File: src/rtl/cpu_pkg.sv
//------------------------------------------------------------------------------
// cpu_pkg : fetch-unit state encoding and shared width defaults.
// Rev 1.0
//------------------------------------------------------------------------------
`default_nettype none

package cpu_pkg;

  localparam int PC_W_DEFAULT = 10;
  localparam int INSTCNT_W    = 16;

  typedef enum logic [1:0] {
    ST_IDLE   = 2'd0,
    ST_RUN    = 2'd1,
    ST_HALTED = 2'd2
  } fetch_state_t;

endpackage

`default_nettype wire

File: src/rtl/branch_target.sv
//------------------------------------------------------------------------------
// branch_target : page-local absolute or sign-extended relative branch target.
// Rev 1.0
//------------------------------------------------------------------------------
`default_nettype none

module branch_target
  import cpu_pkg::*;
#(
  parameter int PC_W = PC_W_DEFAULT
) (
  input  logic [PC_W-1:0] PC,
  input  logic [7:0]      BrTarget,
  input  logic            BrRel,
  output logic [PC_W-1:0] Target
);

  logic [PC_W-1:0] w_abs;
  logic [PC_W-1:0] w_offset;

  generate
    if (PC_W > 8) begin : g_wide
      assign w_abs    = {PC[PC_W-1:8], BrTarget};
      assign w_offset = {{(PC_W-8){BrTarget[7]}}, BrTarget};
    end else begin : g_byte
      assign w_abs    = BrTarget;
      assign w_offset = BrTarget;
    end
  endgenerate

  assign Target = BrRel ? (PC + w_offset) : w_abs;

endmodule

`default_nettype wire

File: src/rtl/fetch_pc.sv
//------------------------------------------------------------------------------
// fetch_pc : program counter sequencer (IDLE/RUN/HALTED) with retired count.
// FETCH_PC_BRANCH_REL_EN enables relative branches; otherwise all are absolute.
// Rev 1.0
//------------------------------------------------------------------------------
`default_nettype none

module fetch_pc
  import cpu_pkg::*;
#(
  parameter int              PC_W       = PC_W_DEFAULT,
  parameter logic [PC_W-1:0] START_ADDR = '0
) (
  input  logic                 CLK,
  input  logic                 Reset,
  input  logic                 Start,
  input  logic                 Halt,
  input  logic                 Branch,
  input  logic                 BrRel,
  input  logic [7:0]           BrTarget,
  output logic [PC_W-1:0]      PC,
  output logic                 Running,
  output logic                 Done,
  output logic [INSTCNT_W-1:0] InstCnt
);

  fetch_state_t         r_state;
  fetch_state_t         w_state_next;
  logic [PC_W-1:0]      r_pc;
  logic [PC_W-1:0]      w_pc_next;
  logic [PC_W-1:0]      w_target;
  logic [INSTCNT_W-1:0] r_cnt;
  logic [INSTCNT_W-1:0] w_cnt_next;
  logic                 w_rel;

`ifdef FETCH_PC_BRANCH_REL_EN
  assign w_rel = BrRel;
`else
  logic w_unused_brrel;
  assign w_unused_brrel = BrRel;
  assign w_rel          = 1'b0;
`endif

  branch_target #(
    .PC_W (PC_W)
  ) u_branch_target (
    .PC       (r_pc),
    .BrTarget (BrTarget),
    .BrRel    (w_rel),
    .Target   (w_target)
  );

  always_ff @(posedge CLK) begin
    if (Reset) begin
      r_state <= ST_IDLE;
      r_pc    <= START_ADDR;
      r_cnt   <= '0;
    end else begin
      r_state <= w_state_next;
      r_pc    <= w_pc_next;
      r_cnt   <= w_cnt_next;
    end
  end

  always_comb begin
    w_state_next = r_state;
    w_pc_next    = r_pc;
    w_cnt_next   = r_cnt;
    case (r_state)
      ST_IDLE, ST_HALTED: begin
        if (Start) begin
          w_state_next = ST_RUN;
          w_pc_next    = START_ADDR;
          w_cnt_next   = '0;
        end
      end
      ST_RUN: begin
        // Every RUN cycle retires one instruction, including the halting one.
        w_cnt_next = (r_cnt == {INSTCNT_W{1'b1}}) ? r_cnt : r_cnt + {{(INSTCNT_W-1){1'b0}}, 1'b1};
        if (Halt) begin
          w_state_next = ST_HALTED;
        end else if (Branch) begin
          w_pc_next = w_target;
        end else begin
          w_pc_next = r_pc + {{(PC_W-1){1'b0}}, 1'b1};
        end
      end
      default: begin
        w_state_next = ST_IDLE;
      end
    endcase
  end

  assign PC      = r_pc;
  assign InstCnt = r_cnt;
  assign Running = (r_state == ST_RUN);
  assign Done    = (r_state == ST_HALTED);

endmodule

`default_nettype wire
File: config.mk
export PLATFORM = sky130hd
export DESIGN_NAME = fetch_pc
export DESIGN_NICKNAME = d
export VERILOG_FILES = /design/src/rtl/cpu_pkg.sv /design/src/rtl/branch_target.sv /design/src/rtl/fetch_pc.sv
export SDC_FILE = /design/constraint.sdc
export NUM_CORES = 1
export LEC_CHECK = 0
export BUFFER_PORTS_ARGS = -buffer_cell sky130_fd_sc_hd__buf_2
export CORE_AREA = 2 2 71 73
export DETAILED_ROUTE_END_ITERATION = 8
export DIE_AREA = 0 0 73 75
export REMOVE_ABC_BUFFERS = 1
export SLEW_MARGIN = 15
export SYNTH_ARGS = -nofsm -noshare
export SYNTH_HDL_FRONTEND = slang
export SYNTH_SLANG_ARGS = --single-unit
File: constraint.sdc
create_clock -name CLK -period 2.3 [get_ports CLK]
set_input_delay 0.23 -clock CLK [delete_from_list [all_inputs] [get_ports CLK]]
set_output_delay 0.23 -clock CLK [all_outputs]
set_load 0.02 [all_outputs]
* Yosys cells after proc, flatten, opt, wreduce, memory -nomap -nowiden
Cells that the tools add are included. W data, S select, Z words.
Cells by class: add/subtract/negate cells 2, $mul 0, div/mod/pow operators 0, $lt $le $gt $ge 0, equal/unequal tests 8, shift-type cells 0, mux-type cells 10, bitwise gates (word level) 0, reductions and logical operators 7
Operators by type and width (number):
- $mux W16 | 2
- $pmux W16 S2 | 1
- $mux W10 | 3
- $pmux W10 S2 | 1
- $add A16 B1 Y16 const B | 1
- $eq A16 B16 Y1 const B | 1
- $add A10 B1 Y10 const B | 1
- $ne A2 B2 Y1 const B | 5
- $reduce_and A3 Y1 | 2
- $mux W2 | 2
- $pmux W2 S2 | 1
- $reduce_and A4 Y1 | 1
- $eq A2 B1 Y1 const B | 1
- $eq A2 B2 Y1 const B | 1
- $logic_not A2 Y1 | 1
- $reduce_and A2 Y1 | 1
- $reduce_bool A2 Y1 | 1
- $reduce_or A2 Y1 | 1
Storage, ports and cells: register bits after elaboration 28, bits in latches 0, bits in writable memories 0, memory bits (read-only) 0, output and inout port bits 28, memories 0

* Depth between registers and ports, before layout
word-level depth 4, depth in mapped cells 7

* Modules after synthesis
From an unflattened synthesis, not the netlist that was laid out.
Second synthesis, totals: cell total of the unflattened synthesis 268, area total of the unflattened synthesis 2192.1 um2
By module, submodules not included:
- fetch_pc | instances 1, cells each 208, area an instance 1691.6 um2
- branch_target | instances 1, cells each 60, area an instance 500.5 um2

* Worst setup path after synthesis
No wires, ideal clock.
path type register -> register, start register r_cnt[0], in the netlist InstCnt[0], end register r_cnt[11], in the netlist InstCnt[11], library setup time 0.095 ns, arrival 1.845 ns, slack 0.360 ns, stages on the path, launching flop included 7, clock period less this slack 1.940 ns, path through dfxtp_1 ha_1 nand3_1 nor4_2 a21oi_1 buf_2 a221oi_1
Between the ends: word-level cells in the longest chain between the ends 3, elaborated cells between the ends (all ways) 6, classes of those cells add/sub (1); eq/ne (2); mux (2); reduce/logical (1)
Ends and longest elaborated chain:
- start, declared | RTL line fetch_pc.sv:32 | logic [INSTCNT_W-1:0] r_cnt;
- start signal, assigned | RTL line fetch_pc.sv:61 | r_cnt <= w_cnt_next;
- $add A16 B1 Y16 or $eq A16 B16 Y1 (tied branches) | RTL line fetch_pc.sv:79 | w_cnt_next = (r_cnt == {INSTCNT_W{1'b1}}) ? r_cnt : r_cnt + {{(INSTCNT_W-1){1'b0}}, 1'b1};
- $mux W16 or $ne A2 B2 Y1 (tied branches)
- $pmux W16 S2 or $reduce_and A3 Y1 (tied branches)
Several ways; a longest one is shown, not always the timed one. The select of a mux whose other input is x is not followed. A chain may end at the register's enable or synchronous reset.

* Worst setup path after layout
Same ends and word-level chain as after synthesis.

==> results.cfg <==
[outcome]
run_status = finished, final reports clean

[sta]
max_freq_ghz = 0.5143
finalCriticalPeriod_ps = 1945
setup_viol = 0
sum_neg_setup_slack_ps = 0
timing.clock.skew_ps = 5.212
slew_viol_final = 0
postLayoutSetupSlackWorst_ps = 355.4
number_of_hold_slack_violations_in_the_final_timing_report = 0
final_min_period_over_clock_period_pct = 84.55
tightest_slew_ps = 930.2
rsz0062_at_grt = no
slew-limit-headroom_pct = 37.98

[route]
detail-route-antenna-nets = 0
residual_drc = 0
totalWireLength_mm = 4.132
drt-initial-drc-count = 81
drt-pass1-iter-count = 6
wl_per_cell_um = 13.91
total_via_count_in_the_routed_design = 1650
via_per_inst = 5.556

[hold_path]
hold_path.class = in2reg
hold-path-cell-count = 4

[yosys]
synth.yosys.seq_area_share_pct = 35.14
yosysWarnings = 0
synth_cell_type_count = 48
yosys-top-cells-area = dfxtp_1, o21ai_0, nand2_1
synthesized_instance_count = 203
synthesis.area_per_instance_um2 = 7.859
synthesized_area_mm2 = 0.001595
synth-xor-area-share_pct = 0.5490
synth_seq_cells = 28
yosysTopAreaCell = dfxtp_1
synth_enable_flop_cells = 0
ys_dominant_reg_cell = dfxtp_1
synth_async_sr_flop_share_pct = 0
synth_simple_gate_area_share_pct = 28.00
synth_top_family_by_area = compound AO/OA/AOI/OAI gates
post_synth_fa_ha_maj_area_fraction_pct = 1.569
synth.mux.area_fraction_pct = 1.255
synth-compound-area-share_pct = 28.94
yosys.area.top_type_share_pct = 35.14

[die]
core_area_mm2 = 0.004661
initial_core_util_pct = 34.23
core.rowCount = 25
fp.dieArea_mm2 = 0.005475
die_h_um = 75
die_w_um = 73
num_io_pins = 42

[clocking]
cts_root_buf = clkbuf_8
tritoncts_clock_tree = done
max-clock-path-buffers = 2
cts_made_buffers = 3
cts_hold_repair_buffers = 0
number_of_levels_the_h_tree_was_split_into = 1
post-cts-setup-buffer-count = 0
clk_latency_ps = 280
clkTransAtPathRegs_ps = 100
clock-sinks = 28
postcts_resize_cnt = 0

[worst_setup_path]
timing.critical_path.fanout_max = 11
worstSetupStartpointType = flip-flop
max_stage_delay_ps = 730
crit_chain = ha_1 -> nand3_1 -> nor4_2 -> a21oi_1 -> a221oi_1
arrival_ps = 2060
critical_path.endpoint_type = flip-flop
critical_path_class = reg2reg
endpoint = InstCnt[11]
worst-r2r-cell-count = 5
reg2reg_slack_ps = 360
startpoint = InstCnt[0]
startpoint_of_the_most_critical_register_to_register_path = InstCnt[0]
critPathRequiredTime_ps = 2420
crit_slowest_cell = a21oi_1
timing.rr.end = InstCnt[11]

[finish]
areaGrowthSynthToFinish_pct = 21.88
most-common-layout-cells = buf_2, dfxtp_1, nand2_1
filler_cell_count = 480
most_common_library_cell_in_the_layout_ignoring_fill_and_taps = buf_2
finalNetCount = 260
antenna_cells = 0
drive_gt1_share_pct = 24.69

[global_routing]
initial_antenna_violation_count = 0
grt_max_degree = 30
grt_usage_pct = 16.27
grt_overflow = 0
first_global_vias = 1559
wire_length_of_the_first_global_routing_pass_mm = 7.065

[power_and_ir_drop]
ir_drop_mv = 0.2542
design_power_total_mw = 1.023
p_leak_nw = 0.7538
powerDensity_mw_per_mm2 = 526.1

[placed_design]
dpl_ws_ps = 325.9
port_buffers = 40
detailedPlacementHpwl_mm = 2.983
gp_congestion = 0.7497

[job]
drv_cap = 0
sequential cells by signal (all words and copies together), names as in the netlist:
register,flops
InstCnt,16
PC,10
r_state,2
Yosys cell counts (2+ instances only):
master,instances
a211oi_1,3
a21oi_1,13
a22oi_1,2
a2bb2oi_1,2
a311oi_1,4
a31o_2,2
a31oi_1,9
a41oi_1,3
and3_1,3
and4_1,3
buf_2,4
clkbuf_1,7
dfxtp_1,28
ha_1,2
inv_1,5
mux2i_1,2
nand2_1,22
nand2b_1,4
nand3_1,8
nand3b_1,3
nand4_1,4
nor2_1,16
nor2b_1,4
nor3_1,3
nor4_1,2
o21ai_0,18
o22ai_1,2
o2bb2ai_1,2
or3_1,3
or4b_1,2
metal layers:
layer | wire, um | up-vias | GRT usage [%]
li1 | - | 851 | -
met1 | 1984 | 745 | 20.92
met2 | 1858 | 50 | 27.33
met3 | 250 | 4 | 4.418
met4 | 38 | 0 | 3.704
met5 | 0 | - | 0
where the power goes:
group / switching, mW / leakage [nW] / internal, mW
logic: 0.0775 / 0.492 / 0.0473
clock network: 0.164 / 0.0357 / 0.233
registers: 0.00957 / 0.226 / 0.491
total: 0.251 / 0.754 / 0.772
through the flow:
step | utilization [%] | area, um2 | std cells | hold WS, ps
after floorplan | - | 1545 | 191 | 299.1
after global placement | 40.19 | 1873 | 293 | 503.0
after global routing | 41.72 | 1944 | 297 | 295.5
final | 41.72 | 1944 | 297 | 263.9
after CTS | 41.72 | 1944 | 297 | 260.9
after detailed placement | 40.19 | 1873 | 293 | 495.1
area by class of cell:
| class | count | area [um2] | area share (%) |
|---|---|---|---|
| Timing Repair Buffer | 48 | 260.3 | 13.38 |
| Sequential cell | 28 | 560.5 | 28.83 |
| Clock buffer | 3 | 41.29 | 2.124 |
| Clock inverter | 1 | 30.03 | 1.544 |
| Tap cell | 54 | 67.56 | 3.475 |
| Inverter | 6 | 22.52 | 1.158 |
| Multi-Input combinational cell | 157 | 962.2 | 49.49 |
worst min-delay path by stage:
stage          start    endpoint  slack [ps]
3_5_place_dp   PC[1]       PC[1]         500
4_1_cts        Start  r_state[1]         260
3_3_place_gp   PC[1]       PC[1]         500
6_report       Start  r_state[1]         260
2_1_floorplan  Reset       PC[1]         300
5_1_grt        Start  r_state[1]         300
cell families (layout without fill, tap and decap cells):
family,after synthesis,in the layout
flip-flops,28,28
adder cells (fa/ha/maj),2,2
AND/OR/NAND/NOR,82,82
XOR/XNOR,1,1
AO/OA/AOI/OAI,70,70
buffers and inverters,18,58
multiplexers,2,2
critical path: cells and delay by family (launching register included):
kind | cells | cell delay, ps
DFF | 1 | 370
AOI/OAI and AO/OA | 2 | 940
adders and majority gates | 1 | 260
and+or+nand+nor | 2 | 210
Power figures use the tool's default switching activity.
